`config.mk`:
```
export PLATFORM = sky130hd
export DESIGN_NAME = mmul_sequencer
export DESIGN_NICKNAME = d
export VERILOG_FILES = /design/src/rtl/mmul_sequencer.sv
export SDC_FILE = /design/constraint.sdc
export NUM_CORES = 1
export LEC_CHECK = 0
export ABC_CLOCK_PERIOD_IN_PS = 4250
export BUFFER_PORTS_ARGS = -buffer_cell sky130_fd_sc_hd__buf_2
export CORE_AREA = 2 2 152 154
export CTS_CLUSTER_SIZE = 28
export DETAILED_ROUTE_END_ITERATION = 16
export DIE_AREA = 0 0 154 156
export PLACE_DENSITY = 0.62
export SETUP_SLACK_MARGIN = 0.2
export SYNTH_ARGS = -nofsm -noshare
export SYNTH_HDL_FRONTEND = slang
export SYNTH_SLANG_ARGS = --single-unit
```
`constraint.sdc`:
```
create_clock -name clk -period 4.25 [get_ports clk]
set_input_delay 0.6375 -clock clk [delete_from_list [all_inputs] [get_ports clk]]
set_output_delay 0.6375 -clock clk [all_outputs]
set_load 0.05 [all_outputs]
```
`src/rtl/mmul_sequencer.sv`:
```
// Job-level sequencer for the NxN systolic matrix-multiply array: streams weights, activations
// and zero flush rows into the array, then forwards the requested result rows and drops flush results.
//
// state    | meaning
// ---------+--------------------------------------------------------------
// S_IDLE   | waiting for a command, cmd_ready high
// S_WLOAD  | passing N weight rows to the array, load_weight high
// S_WGAP   | load_weight held high with no beats for LOAD_GAP cycles
// S_STREAM | passing cmd_rows activation rows to the array
// S_FLUSH  | driving FLUSH zero rows to drain the array
// S_DRAIN  | no input beats; waiting for rows+FLUSH results
// S_DONE   | one-cycle done pulse
module mmul_sequencer #(
    parameter int N            = 4,
    parameter int DATA_WIDTH   = 8,
    parameter int RESULT_WIDTH = 32,
    parameter int ROWS_W       = 16,
    parameter int FLUSH        = 2 * N,
    parameter int LOAD_GAP     = 2
) (
    input  logic                         clk,
    input  logic                         reset,
    input  logic                         cmd_valid,
    output logic                         cmd_ready,
    input  logic [ROWS_W-1:0]            cmd_rows,
    input  logic                         cmd_reload,
    input  logic [N*DATA_WIDTH-1:0]      w_tdata,
    input  logic                         w_tvalid,
    output logic                         w_tready,
    input  logic [N*DATA_WIDTH-1:0]      a_tdata,
    input  logic                         a_tvalid,
    output logic                         a_tready,
    output logic [N*DATA_WIDTH-1:0]      arr_tdata,
    output logic                         arr_tvalid,
    input  logic                         arr_tready,
    output logic                         arr_load_weight,
    input  logic [N*RESULT_WIDTH-1:0]    res_tdata,
    input  logic                         res_tvalid,
    output logic                         res_tready,
    output logic [N*RESULT_WIDTH-1:0]    out_tdata,
    output logic                         out_tvalid,
    input  logic                         out_tready,
    output logic                         out_tlast,
    output logic                         busy,
    output logic                         done
);

    typedef enum logic [2:0] {
        S_IDLE, S_WLOAD, S_WGAP, S_STREAM, S_FLUSH, S_DRAIN, S_DONE
    } state_t;

    localparam logic [ROWS_W-1:0] CNT_ONE   = ROWS_W'(1);
    localparam logic [ROWS_W-1:0] N_CNT     = ROWS_W'(N);
    localparam logic [ROWS_W-1:0] GAP_CNT   = ROWS_W'(LOAD_GAP);
    localparam logic [ROWS_W-1:0] FLUSH_CNT = ROWS_W'(FLUSH);
    localparam logic [ROWS_W:0]   RC_ONE    = (ROWS_W + 1)'(1);
    localparam logic [ROWS_W:0]   FLUSH_EXT = (ROWS_W + 1)'(FLUSH);

    state_t              state_q, state_d;
    logic [ROWS_W-1:0]   rows_q, rows_d;
    logic [ROWS_W-1:0]   cnt_q, cnt_d;
    logic [ROWS_W:0]     rc_q, rc_d;
    logic                res_active;
    logic                fwd;
    logic                res_hs;
    state_t              post_load;

    always_ff @(posedge clk) begin
        if (!reset) begin
            state_q <= S_IDLE;
            rows_q  <= '0;
            cnt_q   <= '0;
            rc_q    <= '0;
        end else begin
            state_q <= state_d;
            rows_q  <= rows_d;
            cnt_q   <= cnt_d;
            rc_q    <= rc_d;
        end
    end

    assign busy = (state_q != S_IDLE);

    always_comb begin
        state_d         = state_q;
        rows_d          = rows_q;
        cnt_d           = cnt_q;
        rc_d            = rc_q;
        cmd_ready       = 1'b0;
        w_tready        = 1'b0;
        a_tready        = 1'b0;
        arr_tdata       = '0;
        arr_tvalid      = 1'b0;
        arr_load_weight = 1'b0;
        res_tready      = 1'b0;
        out_tdata       = '0;
        out_tvalid      = 1'b0;
        out_tlast       = 1'b0;
        done            = 1'b0;
        post_load       = (rows_q != '0) ? S_STREAM : S_DONE;

        // Result forwarding depends only on how many results have been seen, not on input progress.
        res_active = (state_q == S_STREAM) || (state_q == S_FLUSH) || (state_q == S_DRAIN);
        fwd        = (rc_q < {1'b0, rows_q});
        if (res_active) begin
            if (fwd) begin
                out_tdata  = res_tdata;
                out_tvalid = res_tvalid;
                res_tready = out_tready;
                out_tlast  = (rc_q == ({1'b0, rows_q} - RC_ONE));
            end else begin
                res_tready = 1'b1;
            end
        end
        res_hs = res_tvalid && res_tready;
        if (res_hs) rc_d = rc_q + RC_ONE;

        case (state_q)
            S_IDLE: begin
                cmd_ready = 1'b1;
                if (cmd_valid) begin
                    rows_d = cmd_rows;
                    rc_d   = '0;
                    cnt_d  = '0;
                    if (cmd_reload) begin
                        state_d = S_WLOAD;
                        cnt_d   = N_CNT;
                    end else if (cmd_rows != '0) begin
                        state_d = S_STREAM;
                        cnt_d   = cmd_rows;
                    end else begin
                        state_d = S_DONE;
                    end
                end
            end
            S_WLOAD: begin
                arr_load_weight = 1'b1;
                arr_tdata       = w_tdata;
                arr_tvalid      = w_tvalid;
                w_tready        = arr_tready;
                if (w_tvalid && arr_tready) begin
                    cnt_d = cnt_q - CNT_ONE;
                    if (cnt_q == CNT_ONE) begin
                        if (LOAD_GAP > 0) begin
                            state_d = S_WGAP;
                            cnt_d   = GAP_CNT;
                        end else begin
                            state_d = post_load;
                            cnt_d   = rows_q;
                        end
                    end
                end
            end
            S_WGAP: begin
                arr_load_weight = 1'b1;
                cnt_d           = cnt_q - CNT_ONE;
                if (cnt_q == CNT_ONE) begin
                    state_d = post_load;
                    cnt_d   = rows_q;
                end
            end
            S_STREAM: begin
                arr_tdata  = a_tdata;
                arr_tvalid = a_tvalid;
                a_tready   = arr_tready;
                if (a_tvalid && arr_tready) begin
                    cnt_d = cnt_q - CNT_ONE;
                    if (cnt_q == CNT_ONE) begin
                        state_d = S_FLUSH;
                        cnt_d   = FLUSH_CNT;
                    end
                end
            end
            S_FLUSH: begin
                arr_tvalid = 1'b1;
                if (arr_tready) begin
                    cnt_d = cnt_q - CNT_ONE;
                    if (cnt_q == CNT_ONE) state_d = S_DRAIN;
                end
            end
            S_DRAIN: begin
                if (rc_d >= ({1'b0, rows_q} + FLUSH_EXT)) state_d = S_DONE;
            end
            S_DONE: begin
                done    = 1'b1;
                state_d = S_IDLE;
            end
            default: state_d = S_IDLE;
        endcase

        // No command may be taken while reset is held.
        cmd_ready = cmd_ready && reset;
    end

endmodule

```
### After elaboration in Yosys (flattened, before gate mapping)

Index checks and enable logic that the tools add are counted.

| cells by class | value |
|---|---|
| add/subtract/negate cells | 4 |
| $lt $le $gt $ge | 2 |
| equal/unequal tests | 17 |
| multiplexer cells | 41 |
| reduce and logical (&&, ||, !) cells | 15 |

Operators with widths:

| operator | number |
|---|---|
| 128-bit two-way mux | 2 |
| 16-bit two-way mux | 9 |
| 16-bit one-hot mux with 5 select lines | 1 |
| 32-bit one-hot mux with 2 select lines | 1 |
| 17-bit two-way mux | 3 |
| 3-bit two-way mux | 12 |
| 16-bit nonzero test | 2 |
| 3-bit one-hot mux with 6 select lines | 1 |
| 16-bit by 4-bit adder with 17-bit output, second input constant | 1 |
| 17-bit by 1-bit adder with 17-bit output, second input constant | 1 |
| 17-bit == test | 1 |
| 17-bit greater-or-equal comparator | 1 |
| 17-bit by 16-bit less-than comparator with 1-bit output | 1 |
| 16-bit by 1-bit subtractor with 17-bit output, second input constant | 1 |
| 16-bit by 1-bit == test with 1-bit output, second input constant | 1 |
| 16-bit by 1-bit subtractor with 16-bit output, second input constant | 1 |
| 1-bit two-way mux | 11 |
| 2-bit != test, second input constant | 5 |
| 3-bit == test, second input constant | 3 |
| 9-bit AND reduction | 1 |
| 2-bit by 1-bit != test with 1-bit output, second input constant | 4 |
| 3-bit by 2-bit == test with 1-bit output, second input constant | 2 |
| 5-bit AND reduction | 1 |
| 5-bit nonzero test | 1 |
| 8 further kinds | 12 |

| storage, ports and cells | value |
|---|---|
| register bits | 52 |
| input port bits | 217 |
| output and inout port bits | 170 |
| word-level logic and storage cells | 83 |

### Logic depth before layout (Yosys ltp)

Gate-level depths: netlist (run 1).

| logic depth | value |
|---|---|
| depth after elaboration | 9 |
| mapped depth | 17 |
| mapped depth without buffers | 15 |

### Worst setup path after synthesis (run 1)

No wires, ideal clock.

| timing | value |
|---|---|
| path kind | register to register |
| start | register rows_q[11] |
| end | register state_q[1] |
| setup time | 116 ps |
| arrival time | 3,666 ps |
| data required time | 4,134 ps |
| slack | 468 ps |
| stages on the path, launching flop included | 18 |
| path buffers | 2 |
| clock period less this slack | 3,782 ps |
| cells stage by stage | dfxtp_1 > clkbuf_1 > inv_1 > ha_1 > nand4_2 > a2111oi_4 > o21ai_2 > and3_1 > buf_6 > or3_1 > xnor2_1 > ha_1 > a21oi_1 > a21boi_0 > a211oi_1 > o31a_1 > nor2_1 > o211a_1 |

| on the way | value |
|---|---|
| cells in the longest elaborated chain, start to end | 8 |
| elaborated cells on any way between the ends | 9 |
| classes of those cells | add/sub: 1; order compare: 2; eq/ne: 1; mux: 3; reduce/logical: 2 |

RTL lines:

| item | RTL line | RTL |
|---|---|---|
| from (decl) | 60 | `logic [ROWS_W-1:0] rows_q, rows_d;` |
| from (signal assigned) | 76 | `rows_q <= rows_d;` |
| 17-bit by 16-bit less-than comparator with 1-bit output | 104 | `fwd = (rc_q < {1'b0, rows_q});` |
| 1-bit two-way mux | 106 | `if (fwd) begin` |
| 1-bit two-way mux | 105 | `if (res_active) begin` |
| 1-bit logical AND | 115 | `res_hs = res_tvalid && res_tready;` |
| 17-bit two-way mux | 116 | `if (res_hs) rc_d = rc_q + RC_ONE;` |
| 17-bit greater-or-equal comparator * | 182 | `if (rc_d >= ({1'b0, rows_q} + FLUSH_EXT)) state_d = S_DONE;` |
| 2-bit by 1-bit != test with 1-bit output (no line) * | n/a |  |
| 9-bit AND reduction (no line) * | n/a |  |
| to (signal assigned) | 75 | `state_q <= state_d;` |
| to (decl) | 59 | `state_t state_q, state_d;` |

Mark *: on every way between the ends. The rest lies on a longest branch, timed or not.
A chain may end at the register's enable or synchronous reset.

### Worst setup path in the final report (run 1)

| timing | value |
|---|---|
| start | register rows_q[4] |
| end | register state_q[1] |

The elaborated chain is that of the path after synthesis.

==> impl_metrics.csv, run 1 <==
group,metric,value,unit
clocking,path_clk_slew,0.07,ns
layout,area_growth,41.29,%
sta,hold_viol_final,0,
clocking,cts_root_buf,"clkbuf_16",
clocking,h-tree-depth,2,
setup_path,cpMaxStageDelayCell,"or3_1",
floorplan,start_util,0.2765,
grt,grt_pass1_wl,50410,µm
detailed_routing,wl,36050,µm
sta,slew_headroom,0.3385,
layout,final_cell_mix,"386 x buf_2, 137 x and2_1, 72 x nor2_1",
clocking,cts_tree,"yes",
logic_synthesis,synthCells,850,
sta,setup-tns-final,0,ns
layout,drive_gt1_frac,0.3817,
setup_path,end_kind,"flop",
sta,rsz0062_at_grt,"no",
pwr,power,4.773,mW
placed_design,globalplace.congestion,0.9739,
clocking,cts-resized-gates,1,
detailed_routing,ant_nets,0,
sta,fin_skew,0.002408,ns
hold_path,hp-class,"reg -> reg",
sta,maxSlewViolCount,0,
detailed_routing,vias,8014,
layout,design_area,8738,µm²
grt,grt-ovfl-total,0,
setup_path,cpPeakStageDelay,0.44,ns
clocking,clockBufferDepth,2,
setup_path,crit_path_start_kind,"flop",
clocking,cts_hold_buf,0,
status,status,"complete, no violations",
sta,clock.fmax,0.2580,GHz
floorplan,die_w,154,µm
sta,whs,0.4887,ns
pwr,vdd_drop_max,0.0004190,V
detailed_routing,drt_iter0_markers,685,
placed_design,dp_cells,1500,
floorplan,die_area,24020,µm²
placed_design,dp_hpwl,30550,µm
floorplan,die_h,156,µm
detailed_routing,detail_route.wl_per_cell,23.92,µm
clocking,clk_latency,0.31,ns
layout,layout_commonest_cell,"buf_2",
detailed_routing,drtPass1Iterations,8,
layout,final_core_util,0.3907,
grt,grt_antenna_before_repair,7,
setup_path,arrival,4.08,ns
grt,grt_usage,0.2863,
setup_path,worstPathCellList,"inv_1, ha_1, o21ai_0, a2111oi_4, o21ai_4, and3_4, or3_1, xnor2_1, ha_1, a21oi_1, a21boi_0, a211oi_2, o31a_1, nor2_1, o211a_1",
clocking,postCtsSetupRepairBufs,0,
run,max_cap_violations,0,
detailed_routing,vias_per_cell,5.318,
logic_synthesis,avgSynthCellArea,7.276,µm²
floorplan,io_pins,387,
grt,grt_pass1_vias,7361,
logic_synthesis,ys_seq_area_frac,0.1683,
pwr,leakage,4.468,nW
grt,grt_max_degree,59,
logic_synthesis,syn_area,6185,µm²
detailed_routing,drc,0,
placed_design,io_buffer_count,386,
logic_synthesis,yosysWarnings,0,
placed_design,dpl_worst_slack,0.1940,ns
logic_synthesis,ys_seq_elements,52,
setup_path,worst_path_most_repeated_cell,"ha_1",
sta,layout_setup_ws,0.3745,ns
sta,worstMarginPinSlew,0.9886,ns
layout,stdcell_count,1507,
logic_synthesis,syn_nets,1106,
clocking,cts.sinks,52,
logic_synthesis,async_flop_share,0,
pwr,power.density,546.2,nW/µm²
setup_path,required,4.45,ns
sta,min_period,3.875,ns
logic_synthesis,ys.flop_type,"dfxtp_1",
sta,setup_viol,0,
layout,nets,1478,
setup_path,crit_path_max_fanout,10,
sta,post-route-period-util,0.9119,
clocking,numCtsBuffers,5,
placed_design,dpl-instance-area,8543,µm²
floorplan,row_count,55,
logic_synthesis,synth.distinct_cells,80,
floorplan,core_area,22370,µm²
setup_path,worst-setup-path-type,"reg -> reg",
logic_synthesis,synth-edff-count,0,
==> synth_stat cells, drive strengths merged (12+ instances only) <==
master,number,area share
xnor2,33,0.047
ha,39,0.079
o21ai,29,0.024
inv,33,0.020
and2,137,0.14
clkbuf,45,0.027
nor4,12,0.016
nor3,19,0.015
mux2i,38,0.062
nand4,18,0.019
dfxtp,52,0.17
xor2,12,0.017
buf,16,0.015
a21oi,49,0.040
nand3,26,0.021
nand2,70,0.042
nor2,72,0.044
==> path summary, 6_finish.rpt <==
path / from / endpoint / slack, ns / cells past startpoint
worst max register to register: rows_q[4] / state_q[1] / 0.37 / 15
worst min register to register: cnt_q[11] / cnt_q[11] / 0.49 / 2
worst max-delay path: rows_q[4] / state_q[1] / 0.37 / 15
worst min-delay path: cnt_q[11] / cnt_q[11] / 0.49 / 2
==> power breakdown <==
group	internal, mW	leakage [nW]	switching [mW]	total, mW
Sequential	0.590	0.427	0.112	0.702
Combinational	1.11	3.97	2.48	3.59
Clock	0.272	0.0758	0.206	0.479
==> worst max-delay path: cells and delay by family (launching register included) <==
family | cells | cell delay [ns]
AOI/OAI and AO/OA | 8 | 1.72
and+or+nand+nor | 3 | 0.73
adders and majority gates | 2 | 0.65
DFF | 1 | 0.41
xor gates and xnor gates | 1 | 0.16
buffers and inverters | 1 | 0.09
==> kinds of logic (layout without fill, tap and decap cells) <==
kind of cell             count (synthesis)  after routing  share of synthesized area
AO/OA/AOI/OAI                          171            171                     0.1898
XOR/XNOR                                45             45                    0.06373
adder cells (fa/ha/maj)                 39             39                    0.07890
buffers and inverters                   94            465                    0.06190
flip-flops                              52             52                     0.1683
multiplexers                            39             39                    0.06332
other                                    0              1                          0
AND/OR/NAND/NOR                        410            410                     0.3741
==> final cells by class <==
type	count	area, µm²
Clock inverter	1	30.03
Multi-Input combinational cell	704	4791
Sequential cell	52	1052
Antenna cell	1	2.502
Timing Repair Buffer	426	2257
Fill cell	2391	13630
Tap cell	285	356.6
Clock buffer	5	125.1
Inverter	33	123.9
==> metal layers <==
layer,part of all wire,global-route usage,up-vias
li1,-,-,3739
met3,0.080,0.05944,39
met5,0.0015,0,-
met2,0.48,0.4982,444
met1,0.43,0.3747,3784
met4,0.011,0.03560,8
==> flip-flops by register name (all words and copies together) (netlist names) <==
| register | count |
|---|---|
| rc_q | 17 |
| rows_q | 16 |
| cnt_q | 16 |
| state_q | 3 |
(Power assumes the default switching activity.)
==> run 2, diff against run 1 <==
BUFFER_PORTS_ARGS = -buffer_cell sky130_fd_sc_hd__buf_4   (was -buffer_cell sky130_fd_sc_hd__buf_2)
==> impl_metrics.csv, run 2 (synthesized netlist as in run 1, its figures left out) <==
group,metric,value,unit
layout,fill_cells,2345,
clocking,cts_root_buf,"clkbuf_16",
pwr,vdd_drop_max,0.0004087,V
detailed_routing,vias,7976,
sta,clock.fmax,0.2637,GHz
clocking,h-tree-depth,2,
grt,grt_max_degree,92,
grt,grt_antenna_before_repair,2,
layout,nets,1477,
pwr,combPwrFrac,0.769,
status,status,"complete, no violations",
sta,min_period,3.792,ns
run,max_cap_violations,0,
detailed_routing,ant_nets,0,
sta,slew_headroom,0.3986,
floorplan,core_area,22370,µm²
detailed_routing,drt_iter0_markers,773,
setup_path,worstPathCellList,"inv_1, ha_1, o21ai_0, a2111oi_4, o21ai_4, and3_4, or3_1, xnor2_1, ha_1, a21oi_1, a21boi_0, a211oi_2, o31a_1, nor2_1, o211a_1",
setup_path,cpMaxStageDelayCell,"or3_1",
clocking,numCtsBuffers,5,
detailed_routing,drc,0,
layout,final_cell_mix,"424 x buf_4, 137 x and2_1, 72 x nor2_1",
hold_path,hp-class,"reg -> reg",
placed_design,io_buffer_count,386,
layout,largest_reg_flops,17,
placed_design,dp_hpwl,30820,µm
setup_path,worst_path_most_repeated_cell,"ha_1",
clocking,clk_latency,0.31,ns
placed_design,globalplace.congestion,0.9914,
detailed_routing,wl,36290,µm
sta,setup-tns-final,0,ns
sta,worstMarginPinSlew,0.8988,ns
layout,antenna_cells,0,
floorplan,die_w,154,µm
layout,area_growth,56.44,%
detailed_routing,detail_route.wl_per_cell,24.08,µm
setup_path,required,4.45,ns
layout,drive_gt1_frac,0.3813,
setup_path,crit_path_max_fanout,10,
clocking,path_clk_slew,0.08,ns
clocking,clockBufferDepth,2,
sta,maxSlewViolCount,0,
sta,layout_setup_ws,0.4578,ns
floorplan,io_pins,387,
layout,top_register,"rc_q",
grt,grt_pass1_vias,7489,
setup_path,end_kind,"flop",
pwr,p_clk_frac,0.089,
pwr,power_switching,2.839,mW
floorplan,die_area,24020,µm²
detailed_routing,vias_per_cell,5.293,
setup_path,worst-setup-path-type,"reg -> reg",
pwr,seq_power_share,0.141,
sta,rsz0062_at_grt,"no",
floorplan,die_h,156,µm
pwr,p_int,2.116,mW
sta,setup_viol,0,
pwr,p_sw_frac,0.5730,
placed_design,dpl_worst_slack,0.1925,ns
setup_path,cpPeakStageDelay,0.43,ns
grt,grt_usage,0.2870,
detailed_routing,drtPass1Iterations,5,
sta,hold_viol_final,0,
sta,post-route-period-util,0.8923,
clocking,cts_tree,"yes",
sta,fin_skew,0.007031,ns
layout,layout_commonest_cell,"buf_4",
grt,grt_pass1_wl,50870,µm
setup_path,arrival,3.99,ns
grt,grt-ovfl-total,0,
pwr,power.density,512.1,nW/µm²
layout,largestRegisters,"rc_q: 17 flops, cnt_q: 16 flops, rows_q: 16 flops",
floorplan,start_util,0.2765,
clocking,postCtsSetupRepairBufs,0,
pwr,leakage,4.625,nW
setup_path,crit_path_start_kind,"flop",
floorplan,row_count,55,
clocking,cts.sinks,52,
## run 2: cell count changes in the layout (fill, tap and decap cells not counted), sizes merged
| cell | previous run | this run |
|---|---|---|
| buf | 426 | 425 |
| bufinv | 1 | 0 |
| clkbuf | 5 | 6 |
| clkinv | 0 | 1 |
| clkinvlp | 0 | 1 |
| diode | 1 | 0 |
## run 2: per-layer routing
layer,global-route usage,wire length [µm],part of all wire,vias up
li1,-,-,-,3728
met1,0.3777,15080,0.42,3760
met2,0.4903,17370,0.48,458
met3,0.06722,3343,0.092,28
met4,0.03738,487,0.013,2
met5,0,10,0.00028,-
## run 2: timing repair
action                                  in CTS  in global routing
hold buffers                                 0                  0
endpoints found under the setup margin       1                  2
cloned                                       0                  0
pin swaps                                    0                  1
gates resized for setup                      1                  9
## run 2: per-stage QoR
stage / power (mW) / std cells / cell area [µm²] / util / hold slack [ns]
after floorplan: 3.312 / 850 / 6185 / - / 0.4502
after global placement: 4.451 / 1499 / 9489 / 0.4243 / 0.4720
after detailed placement: 4.463 / 1499 / 9489 / 0.4243 / 0.4785
after CTS: 4.911 / 1507 / 9635 / 0.4308 / 0.4921
after global routing: 5.244 / 1507 / 9676 / 0.4326 / 0.5177
final: 4.955 / 1507 / 9676 / 0.4326 / 0.4962
## run 2: worst paths after layout
kind / end / depth (start not counted) / slack, ns / from
max: state_q[1] / 15 / 0.46 / rows_q[4]
min: cnt_q[11] / 2 / 0.50 / cnt_q[11]
max reg2reg: state_q[1] / 15 / 0.46 / rows_q[4]
min reg2reg: cnt_q[11] / 2 / 0.50 / cnt_q[11]
## run 2: critical path, delay by kind of cell (launching register included)
kind,cells,cell delay (ns)
AO/OA/AOI/OAI,8,1.67
AND/OR/NAND/NOR,3,0.73
adder cells (fa/ha/maj),2,0.62
flip-flops,1,0.41
XOR/XNOR,1,0.15
buffers and inverters,1,0.09
## run 2: power groups by stage
stage | clock (mW) | sequential, mW | combinational (mW)
after global placement | 0 | 0.704 | 3.75
after CTS | 0.444 | 0.696 | 3.77
final | 0.443 | 0.700 | 3.81
after detailed placement | 0 | 0.706 | 3.76
after floorplan | 0 | 0.674 | 2.64
after global routing | 0.460 | 0.715 | 4.07
## run 2: area by class of cell
class / count / area, µm² / share of cell area
clock buffers: 6 / 128.9 / 0.01332
clock inverters: 2 / 16.27 / 0.001681
inverters: 33 / 123.9 / 0.01280
multi-input cells: 704 / 4802 / 0.4963
flip-flops and latches: 52 / 1045 / 0.1080
well taps: 285 / 356.6 / 0.03686
repair buffers: 425 / 3203 / 0.3310
==> run 3, diff against run 2 <==
CELL_PAD_IN_SITES_DETAIL_PLACEMENT = 1   (was default)
CELL_PAD_IN_SITES_GLOBAL_PLACEMENT = 2   (was default)
CORE_AREA = default   (was 2 2 152 154)
CORE_UTILIZATION = 22   (was default)
DIE_AREA = default   (was 0 0 154 156)
PLACE_DENSITY = 0.88   (was 0.62)
==> impl_metrics.csv, run 3 (synthesized netlist as in run 1, its figures left out) <==
group,metric,value,unit
status,status,"complete, no violations",
sta,slew_headroom,0.3202,
sta,rsz0062_at_grt,"no",
setup_path,required,3.61,ns
clocking,cts_hold_buf,0,
pwr,power,5.036,mW
pwr,leakage,4.636,nW
placed_design,dp_hpwl,27220,µm
placed_design,dpl-instance-area,9597,µm²
detailed_routing,drt_iter0_markers,590,
detailed_routing,ant_nets,0,
sta,worstMarginPinSlew,1.016,ns
clocking,clockBufferDepth,2,
clocking,numCtsBuffers,5,
placed_design,io_buffer_count,386,
pwr,vdd_drop_max,0.0003195,V
sta,min_period,3.830,ns
detailed_routing,vias,7880,
sta,layout_setup_ws,0.4201,ns
clocking,cts_tree,"yes",
layout,design_area,9809,µm²
sta,fin_skew,0.01228,ns
floorplan,die_h,169.7,µm
layout,layout_commonest_cell,"buf_4",
grt,grt_usage,0.2162,
layout,nets,1476,
floorplan,row_count,61,
grt,grt_antenna_before_repair,3,
floorplan,io_pins,387,
setup_path,worst-setup-path-type,"reg -> out",
sta,setup_viol,0,
sta,maxSlewViolCount,0,
clocking,path_clk_slew,0.08,ns
setup_path,arrival,3.19,ns
clocking,cts_root_buf,"clkbuf_16",
layout,final_cell_mix,"423 x buf_4, 137 x and2_1, 72 x nor2_1",
clocking,clk_latency,0.32,ns
sta,hold_viol_final,0,
hold_path,hp-class,"reg -> reg",
layout,area_growth,58.61,%
sta,setup-tns-final,0,ns
detailed_routing,drc,0,
sta,clock.fmax,0.2611,GHz
sta,post-route-period-util,0.9012,
layout,largestRegisters,"rc_q: 17 flops, cnt_q: 16 flops, rows_q: 16 flops",
placed_design,globalplace.congestion,0.8582,
grt,grt-ovfl-total,0,
clocking,postCtsSetupRepairBufs,0,
floorplan,start_util,0.2232,
floorplan,die_w,169.7,µm
floorplan,core_area,27710,µm²
grt,grt_pass1_vias,7849,
layout,stdcell_count,1600,
floorplan,die_area,28790,µm²
pwr,power.density,513.3,nW/µm²
detailed_routing,vias_per_cell,4.925,
setup_path,crit_path_start_kind,"flop",
layout,top_register,"rc_q",
grt,grt_pass1_wl,47140,µm
clocking,h-tree-depth,2,
detailed_routing,wl,33050,µm
grt,grt_max_degree,71,
placed_design,dpl_worst_slack,0.1326,ns
clocking,cts.sinks,52,
run,max_cap_violations,0,
detailed_routing,detail_route.wl_per_cell,20.66,µm
layout,largest_reg_flops,17,
layout,drive_gt1_frac,0.3808,
sta,whs,0.4851,ns
setup_path,crit_path_max_fanout,70,
placed_design,dp_cells,1591,
setup_path,end_kind,"output pin",
detailed_routing,drtPass1Iterations,5,
layout,final_core_util,0.3541,
[run 3: path summary, 6_finish.rpt]
path	endpoint	from	cells past startpoint	slack, ns
worst max register to register	state_q[1]	rows_q[4]	15	0.44
worst min register to register	cnt_q[11]	cnt_q[11]	2	0.49
worst min-delay path	cnt_q[11]	cnt_q[11]	2	0.49
worst max-delay path	out_tdata[33]	rows_q[11]	10	0.42
[run 3: worst max-delay path, stage by stage (launching register included)]
cell,delay [ns]
dfxtp_1,0.34
inv_1,0.08
ha_1,0.36
a21oi_1,0.16
a21boi_0,0.11
o21bai_1,0.26
buf_4,0.21
and4_2,0.50
buf_12,0.29
and2_1,0.29
buf_4,0.25
[run 3: layer usage]
layer,track usage,up-vias,share of wire
met5,0,-,0.00076
met4,0.04191,4,0.014
met3,0.03825,38,0.065
met2,0.3382,309,0.45
met1,0.3076,3790,0.47
li1,-,3739,-
[run 3: where the power goes]
group | switching [mW] | internal [mW] | total (mW)
sequential | 0.108 | 0.588 | 0.696
clock | 0.228 | 0.281 | 0.509
combinational | 2.53 | 1.31 | 3.83
[run 3: cell type report]
cell class | count | area (µm²)
tap | 378 | 473.0
sequential | 52 | 1044
fill | 3443 | 17900
clock buffer | 5 | 125.1
multi-input combinational | 704 | 4800
timing repair buffer | 424 | 3196
clock inverter | 3 | 46.29
inverter | 33 | 123.9
antenna | 1 | 2.502
[run 3: what timing repair did]
action	in CTS	in global routing
pin swaps	0	2
setup endpoints to repair	1	2
gates resized for setup	2	8
